==> config.mk <==
export PLATFORM = sky130hd
export DESIGN_NAME = controlvga_top
export DESIGN_NICKNAME = d
export VERILOG_FILES = /design/src/rtl/controlvga_top.sv
export SDC_FILE = /design/constraint.sdc
export NUM_CORES = 1
export LEC_CHECK = 0
export ABC_AREA = 1
export CORE_UTILIZATION = 60
export CTS_BUF_LIST = sky130_fd_sc_hd__clkbuf_16
export DETAILED_ROUTE_END_ITERATION = 12
export MAX_ROUTING_LAYER = met4
export PLACE_DENSITY_LB_ADDON = 0.08
export SLEW_MARGIN = 20
export SYNTH_ARGS = -nofsm -noshare
export SYNTH_HDL_FRONTEND = slang
export SYNTH_SLANG_ARGS = --single-unit
==> constraint.sdc <==
create_clock -name Clock -period 2.55 [get_ports Clock]
set_input_delay 0.51 -clock Clock [delete_from_list [all_inputs] [get_ports Clock]]
set_output_delay 0.51 -clock Clock [all_outputs]
set_load 0.1 [all_outputs]
==> src/rtl/controlvga_top.sv <==
// controlvga_top
//   VGA controller that generates 640x480@60Hz timing from a 50 MHz clock.
//   It fills the visible area with a single RGB332 colour. Up/Down together
//   with TC step the hue through an 8-entry palette. Up/Down together with Lp
//   step the brightness level (0..3).
// Ports
//   Clock  : 50 MHz system clock; all logic runs on its rising edge
//   reset  : asynchronous reset, active low
//   Up     : increment request (asynchronous button level)
//   Down   : decrement request (asynchronous button level)
//   TC     : Up/Down act on the hue
//   Lp     : Up/Down act on the brightness level
//   Rojo   : 3-bit red
//   Verde  : 3-bit green
//   Azul   : 2-bit blue
//   Hsinc  : horizontal sync, active low
//   Vsinc  : vertical sync, active low
module controlvga_top #(
  parameter int         H_VIS     = 640,
  parameter int         H_FP      = 16,
  parameter int         H_SYNC    = 96,
  parameter int         H_BP      = 48,
  parameter int         V_VIS     = 480,
  parameter int         V_FP      = 10,
  parameter int         V_SYNC    = 2,
  parameter int         V_BP      = 33,
  parameter logic [1:0] LEVEL_RST = 2'd3
) (
  input  logic       Clock,
  input  logic       reset,
  input  logic       Up,
  input  logic       Down,
  input  logic       TC,
  input  logic       Lp,
  output logic [1:0] Azul,
  output logic [2:0] Verde,
  output logic [2:0] Rojo,
  output logic       Hsinc,
  output logic       Vsinc
);

  localparam int H_TOTAL = H_VIS + H_FP + H_SYNC + H_BP;
  localparam int V_TOTAL = V_VIS + V_FP + V_SYNC + V_BP;
  localparam int HW      = $clog2(H_TOTAL);
  localparam int VW      = $clog2(V_TOTAL);

  localparam logic [HW-1:0] H_LAST = HW'(H_TOTAL - 1);
  localparam logic [HW-1:0] H_ACT  = HW'(H_VIS);
  localparam logic [HW-1:0] H_SS   = HW'(H_VIS + H_FP);
  localparam logic [HW-1:0] H_SE   = HW'(H_VIS + H_FP + H_SYNC - 1);
  localparam logic [VW-1:0] V_LAST = VW'(V_TOTAL - 1);
  localparam logic [VW-1:0] V_ACT  = VW'(V_VIS);
  localparam logic [VW-1:0] V_SS   = VW'(V_VIS + V_FP);
  localparam logic [VW-1:0] V_SE   = VW'(V_VIS + V_FP + V_SYNC - 1);

  logic          pix_en;
  logic [HW-1:0] h;
  logic [VW-1:0] v;
  logic [3:0]    sync1, sync2;
  logic          up_prev, down_prev;
  logic [2:0]    hue;
  logic [1:0]    level;
  logic [2:0]    pal_r, pal_g;
  logic [1:0]    pal_b;
  logic [1:0]    shift;
  logic          up_evt, down_evt, tc_s, lp_s, active;

  // Divide the clock by two to get the 25 MHz pixel rate. The horizontal
  // counter wraps at the end of each line and then advances the line counter.
  always_ff @(posedge Clock or negedge reset) begin
    if (!reset) begin
      pix_en <= 1'b0;
      h      <= '0;
      v      <= '0;
    end else begin
      pix_en <= ~pix_en;
      if (pix_en) begin
        if (h == H_LAST) begin
          h <= '0;
          v <= (v == V_LAST) ? '0 : v + 1'b1;
        end else begin
          h <= h + 1'b1;
        end
      end
    end
  end

  // Two-flop synchronisers for the buttons. The previous synchronised
  // Up/Down levels are kept so that only a rising edge counts as a step.
  // Holding a button therefore never repeats.
  always_ff @(posedge Clock or negedge reset) begin
    if (!reset) begin
      sync1     <= '0;
      sync2     <= '0;
      up_prev   <= 1'b0;
      down_prev <= 1'b0;
    end else begin
      sync1     <= {Up, Down, TC, Lp};
      sync2     <= sync1;
      up_prev   <= sync2[3];
      down_prev <= sync2[2];
    end
  end

  assign up_evt   = sync2[3] & ~up_prev;
  assign down_evt = sync2[2] & ~down_prev;
  assign tc_s     = sync2[1];
  assign lp_s     = sync2[0];

  // A simultaneous Up and Down edge cancels out. TC has priority over Lp.
  // Hue wraps modulo 8, while the level saturates at 0 and 3.
  always_ff @(posedge Clock or negedge reset) begin
    if (!reset) begin
      hue   <= 3'd0;
      level <= LEVEL_RST;
    end else if (up_evt ^ down_evt) begin
      if (tc_s) begin
        hue <= up_evt ? hue + 3'd1 : hue - 3'd1;
      end else if (lp_s) begin
        if (up_evt && level != 2'd3)
          level <= level + 2'd1;
        else if (down_evt && level != 2'd0)
          level <= level - 2'd1;
      end
    end
  end

  // Palette lookup.
  always_comb begin
    {pal_r, pal_g, pal_b} = 8'd0;
    case (hue)
      3'd0: {pal_r, pal_g, pal_b} = {3'd7, 3'd7, 2'd3};
      3'd1: {pal_r, pal_g, pal_b} = {3'd7, 3'd0, 2'd0};
      3'd2: {pal_r, pal_g, pal_b} = {3'd0, 3'd7, 2'd0};
      3'd3: {pal_r, pal_g, pal_b} = {3'd0, 3'd0, 2'd3};
      3'd4: {pal_r, pal_g, pal_b} = {3'd7, 3'd7, 2'd0};
      3'd5: {pal_r, pal_g, pal_b} = {3'd0, 3'd7, 2'd3};
      3'd6: {pal_r, pal_g, pal_b} = {3'd7, 3'd0, 2'd3};
      default: {pal_r, pal_g, pal_b} = {3'd3, 3'd3, 2'd1};
    endcase
  end

  // Dimming is a logical right shift. Level 3 leaves the colour unshifted,
  // and level 0 shifts every channel down to zero.
  assign shift  = 2'd3 - level;
  assign active = (h < H_ACT) && (v < V_ACT);

  // All outputs are registered so that the connector sees glitch-free
  // levels, one clock behind the counters.
  always_ff @(posedge Clock or negedge reset) begin
    if (!reset) begin
      Hsinc <= 1'b1;
      Vsinc <= 1'b1;
      Rojo  <= 3'd0;
      Verde <= 3'd0;
      Azul  <= 2'd0;
    end else begin
      Hsinc <= ~((h >= H_SS) && (h <= H_SE));
      Vsinc <= ~((v >= V_SS) && (v <= V_SE));
      Rojo  <= active ? (pal_r >> shift) : 3'd0;
      Verde <= active ? (pal_g >> shift) : 3'd0;
      Azul  <= active ? (pal_b >> shift) : 2'd0;
    end
  end

endmodule

Word level (Yosys, flattened, before mapping)
Index checks and enable logic that the tools add are counted.
- flip-flop bits (word level): 46
- latch bits: 0
- RAM bits: 0
- ROM bits: 0
- input bits: 6
- output and inout port bits: 10
- word-level logic and storage cells: 76
- memories kept: 0
- add/sub/neg operators: 7
- $mul: 0
- divide/modulo/power cells: 0
- $lt $le $gt $ge: 6
- equality and inequality tests: 9
- shifts and indexed selects: 3
- multiplexer cells: 11
- bitwise operators: 9
- reductions and logical operators: 17
- operator list (operator ; number):
    10-bit by 1-bit adder with 10-bit output, second input constant ; 2
    10-bit equality test, second input constant ; 2
    10-bit two-way mux ; 2
    3-bit one-hot mux with 2 select lines ; 2
    4-bit OR reduction ; 3
    10-bit greater-or-equal comparator, second input constant ; 1
    10-bit by 9-bit greater-or-equal comparator with 1-bit output, second input constant ; 1
    10-bit less-or-equal comparator, second input constant ; 1
    10-bit by 9-bit less-or-equal comparator with 1-bit output, second input constant ; 1
    10-bit < comparator, second input constant ; 1
    10-bit by 9-bit < comparator with 1-bit output, second input constant ; 1
    3-bit equality test, second input constant ; 3
    3-bit two-way mux ; 3
    3-bit OR reduction ; 3
    3-bit by 2-bit equality test with 1-bit output, second input constant ; 2
    2-bit two-way mux ; 3
    1-bit inverter ; 6
    3-bit by 2-bit right shift with 3-bit output ; 2
    1-bit logical AND ; 5
    2-bit one-hot mux with 2 select lines ; 1
    2-bit AND reduction ; 2
    4-bit AND reduction ; 1
    2-bit nonzero test ; 2
    3-bit by 1-bit adder with 3-bit output, second input constant ; 1
    other kinds (10) ; 11

Longest topological paths before layout
Gate-level depths: netlist of run 1.
- depth after elaboration: 5
- mapped depth: 8
- mapped depth without buffers: 8

Least setup slack after synthesis of run 1
No wires, ideal clock.
- path type: register to output
- start: reg Azul[0]
- end: out Azul[0]
- data arrival time: 883 ps
- required time: 2040 ps
- slack: 1157 ps
- stages on the path, launching flop included: 1
- path buffers: 0
- cells stage by stage: dfrtp_1
- RTL lines (item ; line ; text):
    from (decl) ; 35 ; output logic [1:0] Azul,
    from (signal assigned) ; 162 ; Azul <= active ? (pal_b >> shift) : 2'd0;
No word-level cell between the ends.

Final worst setup path of run 1
- start: reg Vsinc
- end: out Vsinc
- RTL lines (item ; line ; text):
    from (decl) ; 39 ; output logic Vsinc
    from (signal assigned) ; 159 ; Vsinc <= ~((v >= V_SS) && (v <= V_SE));
No word-level cell between the ends.

==> metrics.cfg, run 1 <==
[setup_path]
critPathBufInv=1
critPathTopFamily=flip-flops
r2r_slack_ps=1110
cpPeakStageDelay_ps=530
r2r_cells=8
worstPathMaxFanout=1
worstReg2RegStart=v[0]
slowest_stage=dfstp_2
critPathCaptureType=output pin
crit_arrival_ps=1090
cp_cell_sequence=buf_4
crit_type=flop to output pin
startpoint=Vsinc
cp.required_ps=2040
r2r-end=v[8]
start_kind=flop

[yosys]
yosys_warnings=0
syn-num-nets=290
syn_inst=274
synth-seq-cells=46
ys_types=26
ys_top_cells_by_area=dfrtp_1, nand2_1, ha_1
netlist.area_leader.share_pct=44.8
synth_edf_count=0
synth_top_flop_cell=dfrtp_1
syn_area_per_cell_um2=8.56
ys_seq_area_share_pct=49.3
syn-cell-area_um2=2340
yosys.area.top_type=dfrtp_1
synthArstFlopShare_pct=100

[sta]
min_period_ps=1600
setup_tns_ps=0
finalCritPeriodShare_pct=62.9
tightestPinTransition_ps=477
slew_violations=0
setup_viol=0
clock_skew_ps=2.86
rsz0062_at_grt=no
hold_viol=0
fmax_mhz=623
slew-limit-headroom_pct=68.2

[routing]
drt_pass1_iterations=4
finalWirelength_mm=3.96
wl_per_cell_um=11.6
ant_nets=0
vias=1805
initialDrtViolationCount=148
vias_per_cell=5.28
drcViolationCount=0

[global_routing]
grtUsageTotal_pct=23.6
grt_pass1_wl_mm=7.29
grt_pass1_vias=1767
grt_max_degree=24
grt_overflow=0
grt_antenna_before_repair=0

[cts]
cts_buffers=5
cts-resized-gates=0
clkTransAtPathRegs_ps=60
cts_setup_buffers=0
cts.sinks=46
cts_max_level=2
cts_tree=built
cts_hold_buf=0
insertion_delay_ps=290
cts_buffer_depth=2
cts_root_buffer=clkbuf_16

[pwr]
p_int_mw=1.43
irDropWorstVdd_v=0.000623
total_leakage_power_nw=1.30
p_per_area_nw_per_um2=904
netSwitchingFraction_pct=40.6
clkPwrFrac_pct=27.1
power.switching_mw=0.975
comb_power_share_pct=34.7
power_frac_seq_pct=38.2

[final_layout]
fill_cells=294
diodes=0
fin_nets=309
post-route-util_pct=71.5
layout-drive-gt1-share_pct=13.6
area_growth_pct=13.3

[placed_design]
gp_congestion=0.867
hpwlAfterDp_mm=2.90
portBuffers=15

[floorplanning]
die-area_um2=4160
die_w_um=64.5
coreArea_um2=3720
die_height_um=64.5
rows=22
start_util_pct=63.1
pin_count=16

[job]
maxCapViolations=0

[worst_hold_path]
hold_class=input pin to asynchronous set/reset pin

[status]
status=finished, final reports clean

[Yosys cell counts (2+ instances only)]
cell type / instances
o21ai_0: 13
dfstp_2: 4
ha_1: 10
o21ai_1: 3
nor2_2: 3
inv_2: 2
inv_1: 33
nand4_1: 11
o21bai_1: 2
nor3_1: 7
o211ai_1: 2
nand2_1: 69
nor3_2: 3
xnor2_1: 4
a21oi_1: 9
nand3_1: 23
nor2_1: 17
buf_2: 3
o21ai_2: 5
xor2_1: 4
dfrtp_1: 42
[state kept, by name, indices dropped and copies added, names as in the netlist]
signal     cells
h             10
v             10
sync1          4
sync2          4
Rojo           3
Verde          3
hue            3
Azul           2
level          2
Hsinc          1
Vsinc          1
down_prev      1
pix_en         1
up_prev        1
[layer usage]
layer	wire [um]	GRT usage [%]	up-vias
met5	0	-	-
met4	66	12.8	0
met3	137	5.99	8
met2	1890	37.4	34
met1	1860	27.6	833
li1	-	-	930
[worst reg2reg max path, cell delays in order (launching register included)]
cell	delay, ps
dfrtp_1	400
ha_1	250
nand3_1	110
nor2_1	240
nand3_1	110
nand2_1	80
nand2_1	50
nand2_1	60
nand2_1	40
[cell families after synthesis]
group / count (synthesis) / share of synthesized area [%]
adder cells (fa/ha/maj): 10 / 5.34
AND/OR/NAND/NOR: 135 / 26.6
XOR/XNOR: 8 / 2.99
flip-flops: 46 / 49.3
AO/OA/AOI/OAI: 35 / 8.75
buffers and inverters: 40 / 7.04
[worst max-delay path by stage]
stage | cells past startpoint | endpoint
6_report | 1 | Vsinc
5_1_grt | 6 | v[3]
4_1_cts | 1 | Vsinc
3_5_place_dp | 6 | v[7]
3_3_place_gp | 8 | v[8]
2_1_floorplan | 0 | Azul[0]
[cell type report]
cell class	count	area (um2)	area share [%]
clock buffers	5	125	4.71
clock inverters	3	25.0	0.942
inverters	35	131	4.95
multi-input cells	188	1020	38.5
flip-flops and latches	46	1160	43.5
well taps	48	60.1	2.26
repair buffers	17	135	5.09
[stage by stage]
step / instances / setup slack [ps] / power [mW] / area (um2) / hold slack [ps]
after floorplan: 274 / 1160 / 1.59 / 2340 / 214
after global placement: 334 / 1160 / 1.75 / 2510 / 334
after detailed placement: 334 / 1120 / 1.76 / 2510 / 335
after CTS: 342 / 931 / 2.42 / 2660 / 190
after global routing: 342 / 907 / 2.54 / 2660 / 213
final: 342 / 945 / 2.40 / 2660 / 172
[power groups by stage]
stage	combinational, mW	clock (mW)	sequential, mW
after floorplan	0.341	0	1.24
after global placement	0.819	0	0.927
after detailed placement	0.827	0	0.931
after CTS	0.834	0.665	0.918
after global routing	0.912	0.696	0.933
final	0.834	0.650	0.918
[placed cells by master, fill, tap and decap left out, types with 2 or more instances in the layout]
| master | n |
|---|---|
| o21bai_1 | 2 |
| xnor2_1 | 4 |
| inv_2 | 2 |
| nor3_2 | 3 |
| nand4_1 | 11 |
| dfstp_2 | 4 |
| nand2_1 | 69 |
| dfrtp_1 | 42 |
| o211ai_1 | 2 |
| nor3_1 | 7 |
| clkbuf_16 | 5 |
| nor2_2 | 3 |
| buf_4 | 12 |
| inv_1 | 33 |
| nand3_1 | 23 |
| nor2_1 | 17 |
| a21oi_1 | 9 |
| o21ai_0 | 13 |
| ha_1 | 10 |
| xor2_1 | 4 |
| o21ai_2 | 5 |
| clkdlybuf4s50_1 | 4 |
| o21ai_1 | 3 |
(Power assumes the default switching activity.)
==> run 2: changes to the inputs <==
Settings changed: CORE_UTILIZATION 60 to 58.
Clock period 2.55 ns to 1.7 ns, I/O delays scaled along.
==> metrics.cfg, run 2 (synthesized netlist as in run 1, its figures left out) <==
[setup_path]
critPathTopFamily=simple AND/OR/NAND/NOR gates
critPathCaptureType=flop
crit_arrival_ps=1640  ; +550 ps
slowest_stage=dfrtp_1
start_kind=flop
cp.required_ps=1880  ; -160 ps
cp_cell_sequence=nand2_1 > nor3_1 > nand4_1 > nand2_1 > nor2_1
cpPeakStageDelay_ps=640  ; +110 ps
worstPathMaxFanout=14  ; +13
critPathBufInv=0  ; -1
path_common_cell=nand2_1
crit_type=flop to flop

[global_routing]
grt_pass1_vias=1748  ; -1.1%
grt_antenna_before_repair=0  ; unchanged
grtUsageTotal_pct=23.2  ; -0.37 points
grt_overflow=0  ; unchanged
grt_max_degree=25  ; +4.2%
grt_pass1_wl_mm=7.29  ; about the same

[sta]
tightestPinTransition_ps=477  ; -0.176 ps
min_period_ps=1460
slew_violations=0  ; unchanged
setup_viol=0  ; unchanged
finalCritPeriodShare_pct=85.9
holdWs_ps=350  ; +178 ps
slew-limit-headroom_pct=68.2  ; about the same
rsz0062_at_grt=no
clock_skew_ps=6.98  ; +4.12 ps
setup_tns_ps=0  ; unchanged
hold_viol=0  ; unchanged
fmax_mhz=684

[final_layout]
fin_nets=310  ; +0.32%
diodes=0  ; unchanged
final_cell_mix=nand2_1, dfrtp_1, inv_1
layout-drive-gt1-share_pct=13.6  ; -0.046 points
fill_cells=274  ; -6.8%
top_regs=h: 10 flops, v: 10 flops
area_growth_pct=19.6
final_common_cell=nand2_1

[cts]
cts_buffer_depth=2  ; unchanged
cts_tree=built
cts_buffers=5  ; unchanged
cts_setup_buffers=0  ; unchanged
insertion_delay_ps=290  ; about the same
cts_root_buffer=clkbuf_16
clkTransAtPathRegs_ps=70  ; about the same
cts_max_level=2  ; unchanged
cts.sinks=46  ; unchanged

[pwr]
power_frac_seq_pct=36.9  ; -1.3 points
p_int_mw=2.33  ; +63%
p_per_area_nw_per_um2=1370  ; +51%
clkPwrFrac_pct=25.9  ; -1.2 points
total_leakage_power_nw=1.35  ; +4.2%
power.switching_mw=1.50  ; +54%
irDropWorstVdd_v=0.000819  ; +32%
netSwitchingFraction_pct=39.3  ; -1.4 points
total_power_mw=3.83  ; +59%
comb_power_share_pct=37.2  ; +2.5 points

[floorplanning]
die_w_um=65.6  ; +1.7%
pin_count=16  ; unchanged
die_height_um=65.6  ; +1.7%
coreArea_um2=3770  ; +1.5%
start_util_pct=62.2  ; -0.92 points
die-area_um2=4300  ; +3.3%
rows=22  ; unchanged

[routing]
initialDrtViolationCount=135  ; -8.8%
drt_pass1_iterations=4  ; unchanged
wl_per_cell_um=12.1  ; +4.6%
ant_nets=0  ; unchanged
vias_per_cell=5.33  ; +1.0%
vias=1829  ; +1.3%
drcViolationCount=0  ; unchanged
finalWirelength_mm=4.15  ; +4.9%

[worst_hold_path]
hold_class=flop to flop

[placed_design]
hpwlAfterDp_mm=2.98  ; +2.9%
portBuffers=15  ; unchanged
gp_congestion=0.908  ; +4.7%

[status]
status=finished, final reports clean

[job]
maxCapViolations=0  ; unchanged

==> run 2: changes by cell type in the layout (fill, tap and decap cells not counted), sizes merged <==
| cell | before | now |
|---|---|---|
| clkinv | 1 | 0 |
| clkinvlp | 1 | 0 |
| dlygate4sd3 | 0 | 1 |
| inv | 36 | 38 |
==> run 2: final timing paths <==
check / startpoint / endpoint / slack [ps] / cells after the start
max reg2reg: pix_en / h[9] / 240 / 5
max in group asynchronous: reset / Vsinc / 670 / 3
min reg2reg: sync1[0] / sync2[0] / 350 / 0
min: sync1[0] / sync2[0] / 350 / 0
max: pix_en / h[9] / 240 / 5
min in group asynchronous: reset / h[8] / 480 / 2
==> run 2: layer usage <==
layer	GRT usage [%]	up-vias	wire, um
li1	-	938	-
met1	27.5	845	1910
met2	38.0	38	2010
met3	5.90	8	157
met4	9.24	0	73
met5	-	-	0
==> run 2: repair_timing <==
action / CTS / global route
hold buffers: 1 / 0
resized for setup: 0 / 0
hold endpoints to repair: 7 / 0
==> run 2: final cells by class <==
| class | instances | area (um2) | share of cell area (%) |
|---|---|---|---|
| Tap cell | 48 | 60.1 | 2.14 |
| Timing Repair Buffer | 18 | 283 | 10.1 |
| Multi-Input combinational cell | 188 | 1020 | 36.5 |
| Sequential cell | 46 | 1160 | 41.2 |
| Inverter | 35 | 131 | 4.68 |
| Clock inverter | 3 | 26.3 | 0.937 |
| Clock buffer | 5 | 125 | 4.46 |
==> run 2: per-stage QoR <==
stage / utilization, % / cells / area (um2) / setup slack, ps
after floorplan: - / 274 / 2340 / 391
after global placement: 70.1 / 334 / 2640 / 307
after detailed placement: 70.1 / 334 / 2640 / 252
after CTS: 74.4 / 343 / 2810 / 248
after global routing: 74.4 / 343 / 2810 / 70.9
final: 74.4 / 343 / 2810 / 239
==> run 2: power by group through the flow <==
stage,Clock [mW],Combinational [mW],Sequential (mW)
2_1_floorplan,0,0.511,1.87
3_3_place_gp,0,1.40,1.43
3_5_place_dp,0,1.42,1.43
4_1_cts,1.01,1.43,1.41
5_1_grt,1.05,1.55,1.44
6_report,0.992,1.42,1.41
==> run 2: worst reg2reg max path, delay by kind of cell (launching register included) <==
family        cells  cell delay, ps
flops             1             640
simple gates      5             710
==> run 3: changes to the inputs <==
Settings changed: CELL_PAD_IN_SITES_DETAIL_PLACEMENT set to 0, CELL_PAD_IN_SITES_GLOBAL_PLACEMENT set to 1, CORE_UTILIZATION 58 to 44.
==> metrics.cfg, run 3 (synthesized netlist as in run 1, its figures left out) <==
[placed_design]
placed_area_um2=2690  ; +1.6%
placed_cells=358  ; +7.2%
hpwlAfterDp_mm=3.21  ; +7.7%
portBuffers=15  ; unchanged
gp_congestion=0.795  ; -12%
place_ws_ps=234  ; -18.3 ps

[sta]
setup_viol=0  ; unchanged
hold_viol=0  ; unchanged
min_period_ps=1490  ; +24.4 ps
tightestPinTransition_ps=400  ; -76.8 ps
fmax_mhz=673  ; -1.6%
setup_ws_ps=214  ; -24.4 ps
slew_violations=0  ; unchanged
setup_tns_ps=0  ; unchanged
rsz0062_at_grt=no
clock_skew_ps=4.82  ; -2.16 ps
finalCritPeriodShare_pct=87.4  ; +1.4 points
slew-limit-headroom_pct=73.0  ; +4.8 points

[floorplanning]
coreArea_um2=5110  ; +35%
die-area_um2=5630  ; +31%
die_height_um=75  ; +14%
die_w_um=75  ; +14%
rows=26  ; +18%
pin_count=16  ; unchanged
start_util_pct=45.9  ; -16 points

[routing]
finalWirelength_mm=4.37  ; +5.2%
ant_nets=0  ; unchanged
drcViolationCount=0  ; unchanged
wl_per_cell_um=11.9  ; -1.7%
vias_per_cell=4.87  ; -8.7%
drt_pass1_iterations=4  ; unchanged
vias=1787  ; -2.3%
initialDrtViolationCount=111  ; -18%

[job]
maxCapViolations=0  ; unchanged

[setup_path]
cp.required_ps=1860  ; -20 ps
r2r-end=v[0]
worstSetupEndpoint=v[0]
r2r_cells=6  ; +1
crit_type=flop to flop
startpoint=h[1]
worstReg2RegStart=h[1]
start_kind=flop
crit_arrival_ps=1640  ; about the same
r2r_slack_ps=210  ; -20 ps
worstPathMaxFanout=8  ; -6
critPathCaptureType=flop

[cts]
cts.sinks=46  ; unchanged
insertion_delay_ps=280  ; about the same
cts_buffer_depth=2  ; unchanged
cts_buffers=5  ; unchanged
cts_setup_buffers=0  ; unchanged
clkTransAtPathRegs_ps=60  ; about the same
cts_hold_buf=1  ; unchanged
cts_max_level=2  ; unchanged
cts_root_buffer=clkbuf_16
cts-resized-gates=0  ; unchanged
cts_tree=built

[pwr]
p_per_area_nw_per_um2=1330  ; -2.4%
total_leakage_power_nw=1.36  ; +0.47%
irDropWorstVdd_v=0.000655  ; -20%
total_power_mw=3.78  ; -1.4%

[global_routing]
grt_antenna_before_repair=0  ; unchanged
grt_pass1_wl_mm=7.27  ; -0.38%
grt_pass1_vias=1601  ; -8.4%
grt_overflow=0  ; unchanged
grt_max_degree=28  ; +12%
grtUsageTotal_pct=18.3  ; -5.0 points

[final_layout]
area_growth_pct=20.9
diodes=0  ; unchanged
top_regs=h: 10 flops, v: 10 flops
finish.instance_area_um2=2830  ; +1.0%
final_common_cell=nand2_1
multi_input_area_um2=1020  ; unchanged
regArea_um2=1160  ; unchanged
final_cell_mix=nand2_1, dfrtp_1, inv_1
fin_nets=312  ; +0.65%
layout-drive-gt1-share_pct=13.5  ; -0.091 points
layout.cells.non_filler=367  ; +7.0%
fill_cells=455  ; +66%

[status]
status=finished, final reports clean

[worst_hold_path]
hold_class=flop to flop

run 3: routing by layer:
layer / up-vias / share of wire, % / global-route usage [%]
met2: 29 / 47 / 28.3
met1: 816 / 49 / 23.5
li1: 936 / - / -
met5: - / 0 / -
met4: 0 / 1.0 / 6.08
met3: 6 / 2.9 / 4.42
run 3: how the worst min path moves through the flow:
stage | startpoint | end | depth (start not counted)
after floorplan | reset | Azul[0] | 0
after global placement | reset | Azul[0] | 1
after detailed placement | reset | Azul[0] | 1
after CTS | sync1[2] | sync2[2] | 0
after global routing | sync1[3] | sync2[3] | 0
final | sync1[1] | sync2[1] | 0
run 3: area by class of cell:
type                       count  share of cell area (%)
inverter                      35                    4.64
tap                           70                    3.09
sequential                    46                    40.8
clock inverter                 3                   0.442
timing repair buffer          20                    10.5
clock buffer                   5                    4.42
multi-input combinational    188                    36.1
run 3: worst max-delay path: stages, from the launching register on:
cell and delay (ps):
dfrtp_1 370, ha_1 180, inv_1 80, nor2_4 230, nand4_1 300, nand2_1 140
o21ai_1 70
run 3: metrics by stage:
stage          hold slack [ps]  utilization (%)
2_1_floorplan             44.4                -
3_3_place_gp               290             52.6
3_5_place_dp               294             52.6
4_1_cts                    349             55.5
5_1_grt                    365             55.5
6_report                   344             55.5
run 3: where the power goes:
group          total [mW]  internal, mW  switching, mW
Sequential           1.41          1.26          0.149
Clock               0.902         0.531          0.371
Combinational        1.47         0.524          0.945
